`src/rtl/mem_op_sequencer.sv`:
```
// Purpose : sequences RV64 LD/SD words onto the register-file/RAM datapath and
//           shares the datapath read ports with a debug requester.
// Latency : accept at edge N -> EXEC cycle N+1, op_done cycle N+2, ready again N+3;
//           debug grant at edge N -> addresses cycle N+1, dbg_ack/data cycle N+2.
// Backpressure: in_ready low outside IDLE and whenever debug wins arbitration.
//
// Ports:
//   clk, rst_n                    clock, synchronous active-low reset
//   in_valid/in_instr/in_ready    instruction handshake (32-bit RV64 word)
//   op_done/op_err                completion pulse, error pulse for illegal words
//   dbg_req/dbg_ra/dbg_rb         debug read request, held until dbg_ack
//   dbg_ack/dbg_rdata_a/b         debug completion pulse and captured read data
//   dp_*                          datapath controls (registered) and read data in
//   ld_count/st_count             saturating committed-operation counters
module mem_op_sequencer #(
    parameter int CNT_W = 16
) (
    input  logic             clk,
    input  logic             rst_n,
    input  logic             in_valid,
    input  logic [31:0]      in_instr,
    output logic             in_ready,
    output logic             op_done,
    output logic             op_err,
    input  logic             dbg_req,
    input  logic [4:0]       dbg_ra,
    input  logic [4:0]       dbg_rb,
    output logic             dbg_ack,
    output logic [63:0]      dbg_rdata_a,
    output logic [63:0]      dbg_rdata_b,
    output logic             dp_enable,
    output logic             dp_load_store,
    output logic [4:0]       dp_a,
    output logic [4:0]       dp_b,
    output logic [4:0]       dp_w,
    output logic [63:0]      dp_din,
    input  logic [63:0]      dp_douta,
    input  logic [63:0]      dp_doutb,
    output logic [CNT_W-1:0] ld_count,
    output logic [CNT_W-1:0] st_count
);

    typedef enum logic [2:0] {
        S_IDLE,
        S_EXEC,
        S_DONE,
        S_DBG,
        S_DCAP
    } state_t;

    state_t           state_q, state_d;
    logic             last_dbg_q, last_dbg_d;   // 1 = debug was granted most recently
    logic             ill_q, ill_d;             // latched word was illegal
    logic             is_ld_q, is_ld_d;         // latched word was a load
    logic             dp_enable_q, dp_enable_d;
    logic             dp_ls_q, dp_ls_d;
    logic [4:0]       dp_a_q, dp_a_d;
    logic [4:0]       dp_b_q, dp_b_d;
    logic [4:0]       dp_w_q, dp_w_d;
    logic [63:0]      dp_din_q, dp_din_d;
    logic             op_done_q, op_done_d;
    logic             op_err_q, op_err_d;
    logic             dbg_ack_q, dbg_ack_d;
    logic [63:0]      dbg_rdata_a_q, dbg_rdata_a_d;
    logic [63:0]      dbg_rdata_b_q, dbg_rdata_b_d;
    logic [CNT_W-1:0] ld_count_q, ld_count_d;
    logic [CNT_W-1:0] st_count_q, st_count_d;

    // Decode of the presented word
    logic [6:0]  opcode;
    logic [2:0]  funct3;
    logic [4:0]  rd, rs1, rs2;
    logic        dec_ld, dec_sd;
    logic [63:0] imm_ld, imm_sd;

    assign opcode = in_instr[6:0];
    assign funct3 = in_instr[14:12];
    assign rd     = in_instr[11:7];
    assign rs1    = in_instr[19:15];
    assign rs2    = in_instr[24:20];
    assign dec_ld = (opcode == 7'b0000011) && (funct3 == 3'b011);
    assign dec_sd = (opcode == 7'b0100011) && (funct3 == 3'b011);
    assign imm_ld = {{52{in_instr[31]}}, in_instr[31:20]};
    assign imm_sd = {{52{in_instr[31]}}, in_instr[31:25], in_instr[11:7]};

    // Debug wins when it is alone, or on a tie when the instruction went last.
    logic dbg_win;
    assign dbg_win  = dbg_req && (!in_valid || !last_dbg_q);
    // Gated by rst_n so the handshake is closed for the whole reset interval.
    assign in_ready = rst_n && (state_q == S_IDLE) && !dbg_win;

    always_comb begin
        state_d       = state_q;
        last_dbg_d    = last_dbg_q;
        ill_d         = ill_q;
        is_ld_d       = is_ld_q;
        dp_enable_d   = 1'b0;
        dp_ls_d       = dp_ls_q;
        dp_a_d        = dp_a_q;
        dp_b_d        = dp_b_q;
        dp_w_d        = dp_w_q;
        dp_din_d      = dp_din_q;
        op_done_d     = 1'b0;
        op_err_d      = 1'b0;
        dbg_ack_d     = 1'b0;
        dbg_rdata_a_d = dbg_rdata_a_q;
        dbg_rdata_b_d = dbg_rdata_b_q;
        ld_count_d    = ld_count_q;
        st_count_d    = st_count_q;

        unique case (state_q)
            S_IDLE: begin
                if (dbg_win) begin
                    state_d    = S_DBG;
                    last_dbg_d = 1'b1;
                    dp_a_d     = dbg_ra;
                    dp_b_d     = dbg_rb;
                end else if (in_valid) begin
                    state_d    = S_EXEC;
                    last_dbg_d = 1'b0;
                    ill_d      = !(dec_ld || dec_sd);
                    is_ld_d    = dec_ld;
                    // Illegal words leave the datapath fields untouched.
                    if (dec_ld) begin
                        dp_ls_d     = 1'b1;
                        dp_a_d      = 5'd0;
                        dp_b_d      = rs1;
                        dp_w_d      = rd;
                        dp_din_d    = imm_ld;
                        dp_enable_d = (rd != 5'd0);   // x0 is never written
                    end else if (dec_sd) begin
                        dp_ls_d     = 1'b0;
                        dp_a_d      = rs2;
                        dp_b_d      = rs1;
                        dp_w_d      = 5'd0;
                        dp_din_d    = imm_sd;
                        dp_enable_d = 1'b1;
                    end
                end
            end
            S_EXEC: begin
                // Completion flags and counters are set here so they appear
                // together during the DONE cycle.
                state_d   = S_DONE;
                op_done_d = 1'b1;
                op_err_d  = ill_q;
                if (!ill_q && is_ld_q && (ld_count_q != {CNT_W{1'b1}}))
                    ld_count_d = ld_count_q + CNT_W'(1);
                if (!ill_q && !is_ld_q && (st_count_q != {CNT_W{1'b1}}))
                    st_count_d = st_count_q + CNT_W'(1);
            end
            S_DONE: state_d = S_IDLE;
            S_DBG: begin
                state_d       = S_DCAP;
                dbg_ack_d     = 1'b1;
                dbg_rdata_a_d = dp_douta;
                dbg_rdata_b_d = dp_doutb;
            end
            S_DCAP:  state_d = S_IDLE;
            default: state_d = S_IDLE;
        endcase
    end

    always_ff @(posedge clk) begin
        if (!rst_n) begin
            state_q       <= S_IDLE;
            last_dbg_q    <= 1'b1;
            ill_q         <= 1'b0;
            is_ld_q       <= 1'b0;
            dp_enable_q   <= 1'b0;
            dp_ls_q       <= 1'b0;
            dp_a_q        <= 5'd0;
            dp_b_q        <= 5'd0;
            dp_w_q        <= 5'd0;
            dp_din_q      <= 64'd0;
            op_done_q     <= 1'b0;
            op_err_q      <= 1'b0;
            dbg_ack_q     <= 1'b0;
            dbg_rdata_a_q <= 64'd0;
            dbg_rdata_b_q <= 64'd0;
            ld_count_q    <= '0;
            st_count_q    <= '0;
        end else begin
            state_q       <= state_d;
            last_dbg_q    <= last_dbg_d;
            ill_q         <= ill_d;
            is_ld_q       <= is_ld_d;
            dp_enable_q   <= dp_enable_d;
            dp_ls_q       <= dp_ls_d;
            dp_a_q        <= dp_a_d;
            dp_b_q        <= dp_b_d;
            dp_w_q        <= dp_w_d;
            dp_din_q      <= dp_din_d;
            op_done_q     <= op_done_d;
            op_err_q      <= op_err_d;
            dbg_ack_q     <= dbg_ack_d;
            dbg_rdata_a_q <= dbg_rdata_a_d;
            dbg_rdata_b_q <= dbg_rdata_b_d;
            ld_count_q    <= ld_count_d;
            st_count_q    <= st_count_d;
        end
    end

    assign op_done       = op_done_q;
    assign op_err        = op_err_q;
    assign dbg_ack       = dbg_ack_q;
    assign dbg_rdata_a   = dbg_rdata_a_q;
    assign dbg_rdata_b   = dbg_rdata_b_q;
    assign dp_enable     = dp_enable_q;
    assign dp_load_store = dp_ls_q;
    assign dp_a          = dp_a_q;
    assign dp_b          = dp_b_q;
    assign dp_w          = dp_w_q;
    assign dp_din        = dp_din_q;
    assign ld_count      = ld_count_q;
    assign st_count      = st_count_q;

endmodule

```
`config.mk`:
```
export PLATFORM = sky130hd
export DESIGN_NAME = mem_op_sequencer
export DESIGN_NICKNAME = d
export VERILOG_FILES = /design/src/rtl/mem_op_sequencer.sv
export SDC_FILE = /design/constraint.sdc
export NUM_CORES = 1
export LEC_CHECK = 0
export CORE_ASPECT_RATIO = 0.6
export CORE_MARGIN = 2
export CORE_UTILIZATION = 35
export CTS_CLUSTER_SIZE = 14
export DETAILED_ROUTE_END_ITERATION = 8
export DONT_BUFFER_PORTS = 1
export PLACE_DENSITY_LB_ADDON = 0.2
export RECOVER_POWER = 100
export SETUP_SLACK_MARGIN = 0.3
export SYNTH_ARGS = -nofsm -noshare
export SYNTH_HDL_FRONTEND = slang
export SYNTH_SLANG_ARGS = --single-unit
```
`constraint.sdc`:
```
create_clock -name clk -period 1.8 [get_ports clk]
set_input_delay 0.36 -clock clk [delete_from_list [all_inputs] [get_ports clk]]
set_output_delay 0.36 -clock clk [all_outputs]
set_load 0.1 [all_outputs]
```
# After elaboration in Yosys (flattened, before gate mapping)
# Index checks and enable logic that the tools add are counted.
# totals
reg_bits	250
in_bits	174
elab_cells	84
# op_classes
reduce_logical	30
bitwise_logic	4
eq_ne	8
add_sub_neg	2
muxes	23
# op_table
cell	n
2-to-1 mux 64 bit	2
2-to-1 mux 5 bit	10
adder 16 x 1 -> 16 bit, second input constant	2
inequality test 16 bit, second input constant	2
logical AND 1 bit	9
one-hot mux 3 bit (3 select lines)	1
2-to-1 mux 1 bit	8
AND reduction 2 bit	4
equality test 7 x 2 -> 1 bit, second input constant	1
equality test 7 x 6 -> 1 bit, second input constant	1
equality test 3 x 2 -> 1 bit, second input constant	2
zero test 1 bit	6
2-to-1 mux 3 bit	2
AND reduction 3 bit	2
nonzero test 5 bit	1
NOT 1 bit	4
AND reduction 4 bit	1
nonzero test 2 bit	2
OR reduction 4 bit	1
equality test 3 x 1 -> 1 bit, second input constant	1
zero test 3 bit	1
inequality test 3 bit, second input constant	1
nonzero test 3 bit	1
logical OR 1 bit	2

# Depth between registers and ports, before layout
# Gate-level depths: netlist of run 1.
# depth
word_depth	6
ltp_mapped	7

# Worst setup path before layout of run 1
# OpenSTA, ideal clock, no wires.
# synth_path
kind	reg2out
startpoint	reg state_q[2]
endpoint	out in_ready
n_path_buf	1
t_arrival_ns	2.432
slack_ns	-0.992
path_stages_with_launch	5
cell_sequence	dfxtp_1 -> nor3_1 -> clkbuf_1 -> nand2_1 -> nor2_1
# synth_between
elab_chain_len	3
# synth_rtl
item	line	rtl
start, declared	51	state_t state_q, state_d;
start signal, assigned	184	state_q <= state_d;
zero test 3 bit	90	assign in_ready = rst_n && (state_q == S_IDLE) && !dbg_win;
logical AND 1 bit (2 in a row)	90	
end, declared	22	output logic in_ready,
# No other way between the ends.

==> impl_metrics.py, run 1 <==
metrics = {
    "clocking": {
        "insertion_delay_ns": 0.43,
        "cts_max_level": 4,
        "clock_sinks": 198,
        "path_clk_slew_ns": 0.07,
        "numCtsBuffers": 17,
        "cts-root-buf": "clkbuf_16",
        "clk_path_buf_depth": 2,
        "cts_tree": "done",
    },
    "synthesis": {
        "netlist_area_sq_mm": 0.00804,
        "synth_flop_cell": "dfxtp_1",
        "syn_avg_cell_area_sq_um": 8.10,
        "yosysUniqueCellTypes": 49,
        "synthCells": 993,
        "synth_seq_cells": 198,
        "synth_fp_nets": 1169,
        "yosys_warnings": 0,
        "synth-edff-count": 0,
        "synth_seq_area_share_pct": 49.3,
        "synthArstFlopShare_pct": 0,
    },
    "placement": {
        "place_area_sq_mm": 0.0100,
        "portBuffers": 0,
        "place.gp.congestion": 0.794,
        "hpwl_um": 18300,
        "pre_cts_ws_ns": -3.35,
        "dp.cells": 1418,
    },
    "route": {
        "drt-total-wl_um": 29400,
        "dr.pass1.iters": 5,
        "vias": 7825,
        "initialDrtViolationCount": 351,
        "drc_errors": 0,
        "ant_nets": 0,
        "vias_per_cell": 5.19,
        "wl_per_cell_um": 19.5,
    },
    "run_status": {
        "violations": "negative setup slack",
        "status": "finished, violations left",
    },
    "sta": {
        "finalHoldViolCount": 0,
        "relSlewSlack_pct": 51.8,
        "tns_ns": -113.74,
        "min_period_over_period_pct": 290,
        "finalCriticalPeriod_ns": 5.21,
        "grt_setup_unrepaired": "yes",
        "tightest_slew_ns": 0.717,
        "clock_skew_ns": 0.00954,
        "fmax_mhz": 192,
        "slew_viol_final": 0,
        "fin_ws_ns": -3.41,
        "setup_viol": 62,
    },
    "floorplanning": {
        "dieHeight_um": 121,
        "initial_core_util_pct": 36.1,
        "io_pins": 419,
        "fp-row-count": 42,
        "core_area_sq_mm": 0.0223,
        "die_w_um": 200,
        "dieArea_sq_mm": 0.0242,
    },
    "global_routing": {
        "busiest_layer": "met2",
        "grt_pass1_vias": 7146,
        "grtUsageMet2_pct": 34.3,
        "met3_usage_pct": 7.62,
        "grt_overflow_total": 0,
        "grt_use_met1_pct": 27.4,
        "grt_pass1_wl_um": 40200,
        "grt_max_degree": 56,
        "grt_antenna_before_repair": 0,
        "grt_usage_pct": 21.7,
    },
    "setup_path": {
        "r2r_cells": 8,
        "startpoint_type": "register",
        "crit_type": "register to output port",
        "crit_top_cell": "buf_16",
        "cp_cell_sequence": "buf_16 > buf_16 > buf_16",
        "slowest_delay_ns": 1.76,
        "slowest_stage": "buf_16",
        "cp-end-kind": "output port",
        "crit_required_ns": 1.44,
        "path_buf_inv": 3,
        "crit_family": "buffers and inverters",
        "critPathArrivalTime_ns": 4.85,
        "crit_fanout": 25,
        "cp.depth": 3,
    },
    "finish": {
        "layout_common_cells": "nand2_1 (256), clkbuf_2 (181), dfxtp_1 (163)",
        "fin_nets": 1363,
        "drive_above_1_share_pct": 41.3,
        "antenna_cells": 0,
        "areaGrowthSynthToFinish_pct": 44.0,
        "finalInstanceArea_sq_mm": 0.0116,
        "final_common_cell": "nand2_1",
        "layout.cells.non_filler": 1507,
    },
    "min_path": {
        "whs_path_depth": 2,
        "holdCritPathClass": "input port to register",
    },
    "job": {
        "drv_cap": 0,
    },
    "power_and_ir_drop": {
        "p_leak_uw": 0.00433,
        "power.density_mw_per_mm2": 861,
        "ir_worst_vdd_mv": 0.903,
    },
}
area by class of cell:
type                    instances  area, sq um
clock inverters                 9         67.6
repair buffers                293         2250
multi-input cells             670         4280
fillers                      2195        10700
well taps                     308          385
flip-flops and latches        198         4090
clock buffers                  22          474
inverters                       7         31.3
report_power, final:
part           total (uW)  internal, uW  switching [uW]
Combinational        1830           470            1360
Clock                3650          1900            1750
Sequential           4490          4450            45.2
synth_stat cells (all sizes together) (2+ instances only):
cell type | n | area, sq um
mux2i | 12 | 120
o2111ai | 2 | 17.5
nand2 | 280 | 1050
nand3 | 22 | 115
and4 | 5 | 43.8
o21ai | 20 | 100
o31ai | 15 | 113
dfxtp | 198 | 3960
or4 | 16 | 120
ha | 2 | 25.0
nor3 | 12 | 60.1
a2111oi | 6 | 52.6
a21oi | 181 | 906
a41oi | 3 | 26.3
inv | 7 | 26.3
and2 | 8 | 50.1
nor4 | 3 | 25.0
a22oi | 5 | 37.5
nand4 | 16 | 100
a211oi | 14 | 105
nor2 | 11 | 41.3
buf | 63 | 447
clkbuf | 57 | 214
nor4b | 2 | 38.8
or3 | 4 | 25.0
and3 | 5 | 31.3
nand2b | 9 | 56.3
through the flow:
| stage | hold WS (ns) | utilization, % | power, uW |
|---|---|---|---|
| 5_1_grt | 0.0110 | 52.0 | 10300 |
| 3_3_place_gp | 0.443 | 44.9 | 6130 |
| 4_1_cts | 0.0160 | 51.3 | 10000 |
| 2_1_floorplan | 0.457 | - | 5780 |
| 3_5_place_dp | 0.447 | 44.9 | 6140 |
| 6_report | 0.0409 | 52.0 | 9960 |
state kept, by name, summed over array words and instances, names as in the netlist:
| register | flops |
|---|---|
| dbg_ack | 1 |
| dbg_rdata_a | 64 |
| dbg_rdata_b | 64 |
| dp_a | 5 |
| dp_b | 5 |
| dp_din | 12 |
| dp_enable | 1 |
| dp_load_store | 1 |
| dp_w | 5 |
| ill_q | 1 |
| is_ld_q | 1 |
| last_dbg_q | 1 |
| ld_count | 16 |
| op_done | 1 |
| op_err | 1 |
| st_count | 16 |
| state_q | 3 |
metal layers:
layer / vias up / part of all wire, %
met5: - / 0
met4: 0 / 1.6
met3: 36 / 9.2
met2: 293 / 47
met1: 3709 / 42
li1: 3787 / -
final timing paths:
kind / start / end / slack (ns)
worst max-delay path: dp_din[62] / dp_din[31] / -3.41
worst min-delay path: rst_n / ill_q / 0.04
worst max register to register: state_q[1] / ld_count[7] / -0.11
worst min register to register: dbg_rdata_a[40] / dbg_rdata_a[40] / 0.45
cell families (layout without fill, tap and decap cells):
| group | Yosys count | in the layout | share of synthesized area (%) |
|---|---|---|---|
| compound gates | 256 | 256 | 18.0 |
| fa+ha+maj | 2 | 2 | 0.311 |
| buf+inv | 127 | 331 | 8.54 |
| flops | 198 | 198 | 49.3 |
| mux | 12 | 12 | 1.49 |
| simple gates | 398 | 400 | 22.4 |
repair_timing:
| action | CTS | global route |
|---|---|---|
| resized for setup | 151 | 107 |
| setup buffers | 25 | 10 |
| hold buffers | 2 | 0 |
| endpoints found under the setup margin | 120 | 234 |
| pin swaps | 58 | 29 |
| gates cloned | 5 | 16 |
| hold endpoints to repair | 2 | 0 |
(Power assumes the default switching activity.)
==> run 2, diff against run 1 <==
--- a/config.mk
+++ b/config.mk
@@ -17,3 +17,4 @@
 export SYNTH_ARGS = -nofsm -noshare
 export SYNTH_HDL_FRONTEND = slang
 export SYNTH_SLANG_ARGS = --single-unit
+export TNS_END_PERCENT = 100
==> results of run 2 <==
No change in the layout: final DEF, timing and power equal those of run 1.
==> run 3, diff against run 2 <==
--- a/config.mk
+++ b/config.mk
@@ -11,9 +11,9 @@
 export CTS_CLUSTER_SIZE = 14
 export DETAILED_ROUTE_END_ITERATION = 8
 export DONT_BUFFER_PORTS = 1
-export PLACE_DENSITY_LB_ADDON = 0.2
+export PLACE_DENSITY = 0.55
 export RECOVER_POWER = 100
-export SETUP_SLACK_MARGIN = 0.3
+export SETUP_SLACK_MARGIN = 0.2
 export SYNTH_ARGS = -nofsm -noshare
 export SYNTH_HDL_FRONTEND = slang
 export SYNTH_SLANG_ARGS = --single-unit
==> run 3 against run 2 <==
Flip-flop and latch count is the same. Die area stayed put. Critical endpoint is now dp_din[27]. Global-route usage is 1.3 points lower. Count of clock-buffer cells in the layout decreased by 1. Sequential share of layout area rose by 2.0 points. Non-clock buffer count down 20. Critical path depth unchanged. Register-to-register slack worse by 0.72 ns. Power fell by 1.2%. Worst setup slack better by 0.57 ns. Combinational power down 10%. Largest cell class is now flip-flops and latches. Clock power up 2%. The flow still finishes with violations (negative setup slack).
==> impl_metrics.py, run 3 (synthesized netlist as in run 1, its figures left out) <==
metrics = {
    "run_status": {
        "status": "finished, violations left",
        "violations": "negative setup slack",
    },
    "clocking": {
        "cts-root-buf": "clkbuf_16",
        "cts_max_level": 4,
        "clock_sinks": 198,
        "numCtsBuffers": 17,
        "cts_tree": "done",
        "clk_path_buf_depth": 2,
        "path_clk_slew_ns": 0.07,
        "insertion_delay_ns": 0.43,
    },
    "power_and_ir_drop": {
        "switchingPower_uw": 3010,
        "netSwitchingFraction_pct": 30.5,
        "seqPwrFrac_pct": 45.6,
        "p_leak_uw": 0.00405,
        "pwr-share-clk_pct": 37.7,
        "comb_power_share_pct": 16.6,
        "internal_power_uw": 6840,
        "ir_worst_vdd_mv": 0.611,
        "power.density_mw_per_mm2": 898,
        "total_power_uw": 9850,
    },
    "floorplanning": {
        "die_w_um": 200,
        "dieArea_sq_mm": 0.0242,
        "core_area_sq_mm": 0.0223,
        "fp-row-count": 42,
        "initial_core_util_pct": 36.1,
        "io_pins": 419,
        "dieHeight_um": 121,
    },
    "sta": {
        "grt_setup_unrepaired": "yes",
        "clock_skew_ns": 0.0126,
        "slew_viol_final": 0,
        "fin_ws_ns": -2.84,
        "tightest_slew_ns": 1.03,
        "finalHoldViolCount": 0,
        "fmax_mhz": 215,
        "relSlewSlack_pct": 31.3,
        "whs_ns": 0.0292,
        "tns_ns": -97.78,
        "min_period_over_period_pct": 258,
        "setup_viol": 66,
        "finalCriticalPeriod_ns": 4.64,
    },
    "global_routing": {
        "grt_max_degree": 48,
        "grt_overflow_total": 0,
        "grt_usage_pct": 20.3,
        "grt_antenna_before_repair": 0,
        "grt_pass1_wl_um": 38200,
        "grt_pass1_vias": 6899,
    },
    "route": {
        "dr.pass1.iters": 5,
        "ant_nets": 0,
        "drt-total-wl_um": 27200,
        "drc_errors": 0,
        "vias": 7599,
        "vias_per_cell": 5.11,
        "initialDrtViolationCount": 429,
        "wl_per_cell_um": 18.3,
    },
    "setup_path": {
        "crit_fanout": 31,
        "cp-startpoint": "dp_din[62]",
        "worstReg2RegStart": "dp_din[62]",
        "crit_required_ns": 1.44,
        "rrSetupSlack_ns": -0.83,
        "crit_type": "register to output port",
        "r2r_cells": 5,
        "critPathArrivalTime_ns": 4.28,
        "cp-end-kind": "output port",
        "critPathCapture": "dp_din[27]",
        "startpoint_type": "register",
        "r2r_end": "dp_din[62]",
    },
    "finish": {
        "drive_above_1_share_pct": 35.3,
        "final_common_cell": "nand2_1",
        "antenna_cells": 0,
        "fin_nets": 1343,
        "layout_common_cells": "nand2_1 (277), clkbuf_2 (187), a21oi_1 (165)",
        "n_fill_cell": 2245,
        "areaGrowthSynthToFinish_pct": 36.4,
    },
    "min_path": {
        "holdCritPathClass": "input port to register",
    },
    "placement": {
        "hpwl_um": 18200,
        "portBuffers": 0,
        "place.gp.congestion": 0.813,
    },
    "job": {
        "drv_cap": 0,
    },
}
-- run 3: worst min path at each step --
stage / to / depth (start not counted) / slack, ns / from
6_report: last_dbg_q / 1 / 0.03 / rst_n
5_1_grt: last_dbg_q / 1 / 0.008 / rst_n
4_1_cts: last_dbg_q / 1 / 0.0001 / rst_n
3_5_place_dp: last_dbg_q / 1 / 0.45 / rst_n
3_3_place_gp: dbg_rdata_b[58] / 2 / 0.44 / dbg_rdata_b[58]
2_1_floorplan: dp_load_store / 1 / 0.46 / in_instr[5]
-- run 3: cell type report --
| cell class | count | area [sq um] | area share (%) |
|---|---|---|---|
| multi-input cells | 670 | 3950 | 36.0 |
| clock inverters | 9 | 95.1 | 0.867 |
| inverters | 7 | 31.3 | 0.285 |
| clock buffers | 21 | 470 | 4.29 |
| repair buffers | 273 | 1950 | 17.8 |
| well taps | 308 | 385 | 3.51 |
| flip-flops and latches | 198 | 4090 | 37.3 |
-- run 3: power groups by stage --
stage / registers [uW] / clock network [uW] / logic, uW
detailed placement: 4600 / 0 / 1540
floorplan: 5370 / 0 / 404
global route: 4500 / 3990 / 1710
CTS: 4500 / 3830 / 1600
finish: 4490 / 3710 / 1640
global placement: 4590 / 0 / 1530
-- run 3: per-layer routing --
| metal | track usage [%] | part of all wire [%] |
|---|---|---|
| met5 | 0 | 0 |
| met4 | 5.19 | 1.1 |
| met3 | 6.64 | 7.8 |
| met2 | 32.2 | 47 |
| met1 | 26.7 | 44 |
-- run 3: metrics by stage --
step	setup WS, ns	cell area [sq um]	instances	util [%]
floorplan	-0.0534	8300	993	-
global placement	-2.74	10000	1418	44.9
detailed placement	-2.74	10000	1418	44.9
CTS	-2.90	11000	1462	49.2
global route	-2.99	11000	1486	49.2
finish	-2.84	11000	1486	49.2
-- run 3: repair_timing --
item / in CTS / in global routing
resized for setup: 65 / 82
setup endpoints to repair: 92 / 163
hold buffers: 0 / 1
pin swaps: 32 / 32
gates cloned: 3 / 7
hold endpoints to repair: 0 / 1
setup buffers: 11 / 16
-- run 3: worst max-delay path: stages (launching register included) --
cell	delay [ns]
dfxtp_4	0.36
buf_16	0.76
buf_16	2.17
buf_16	0.49
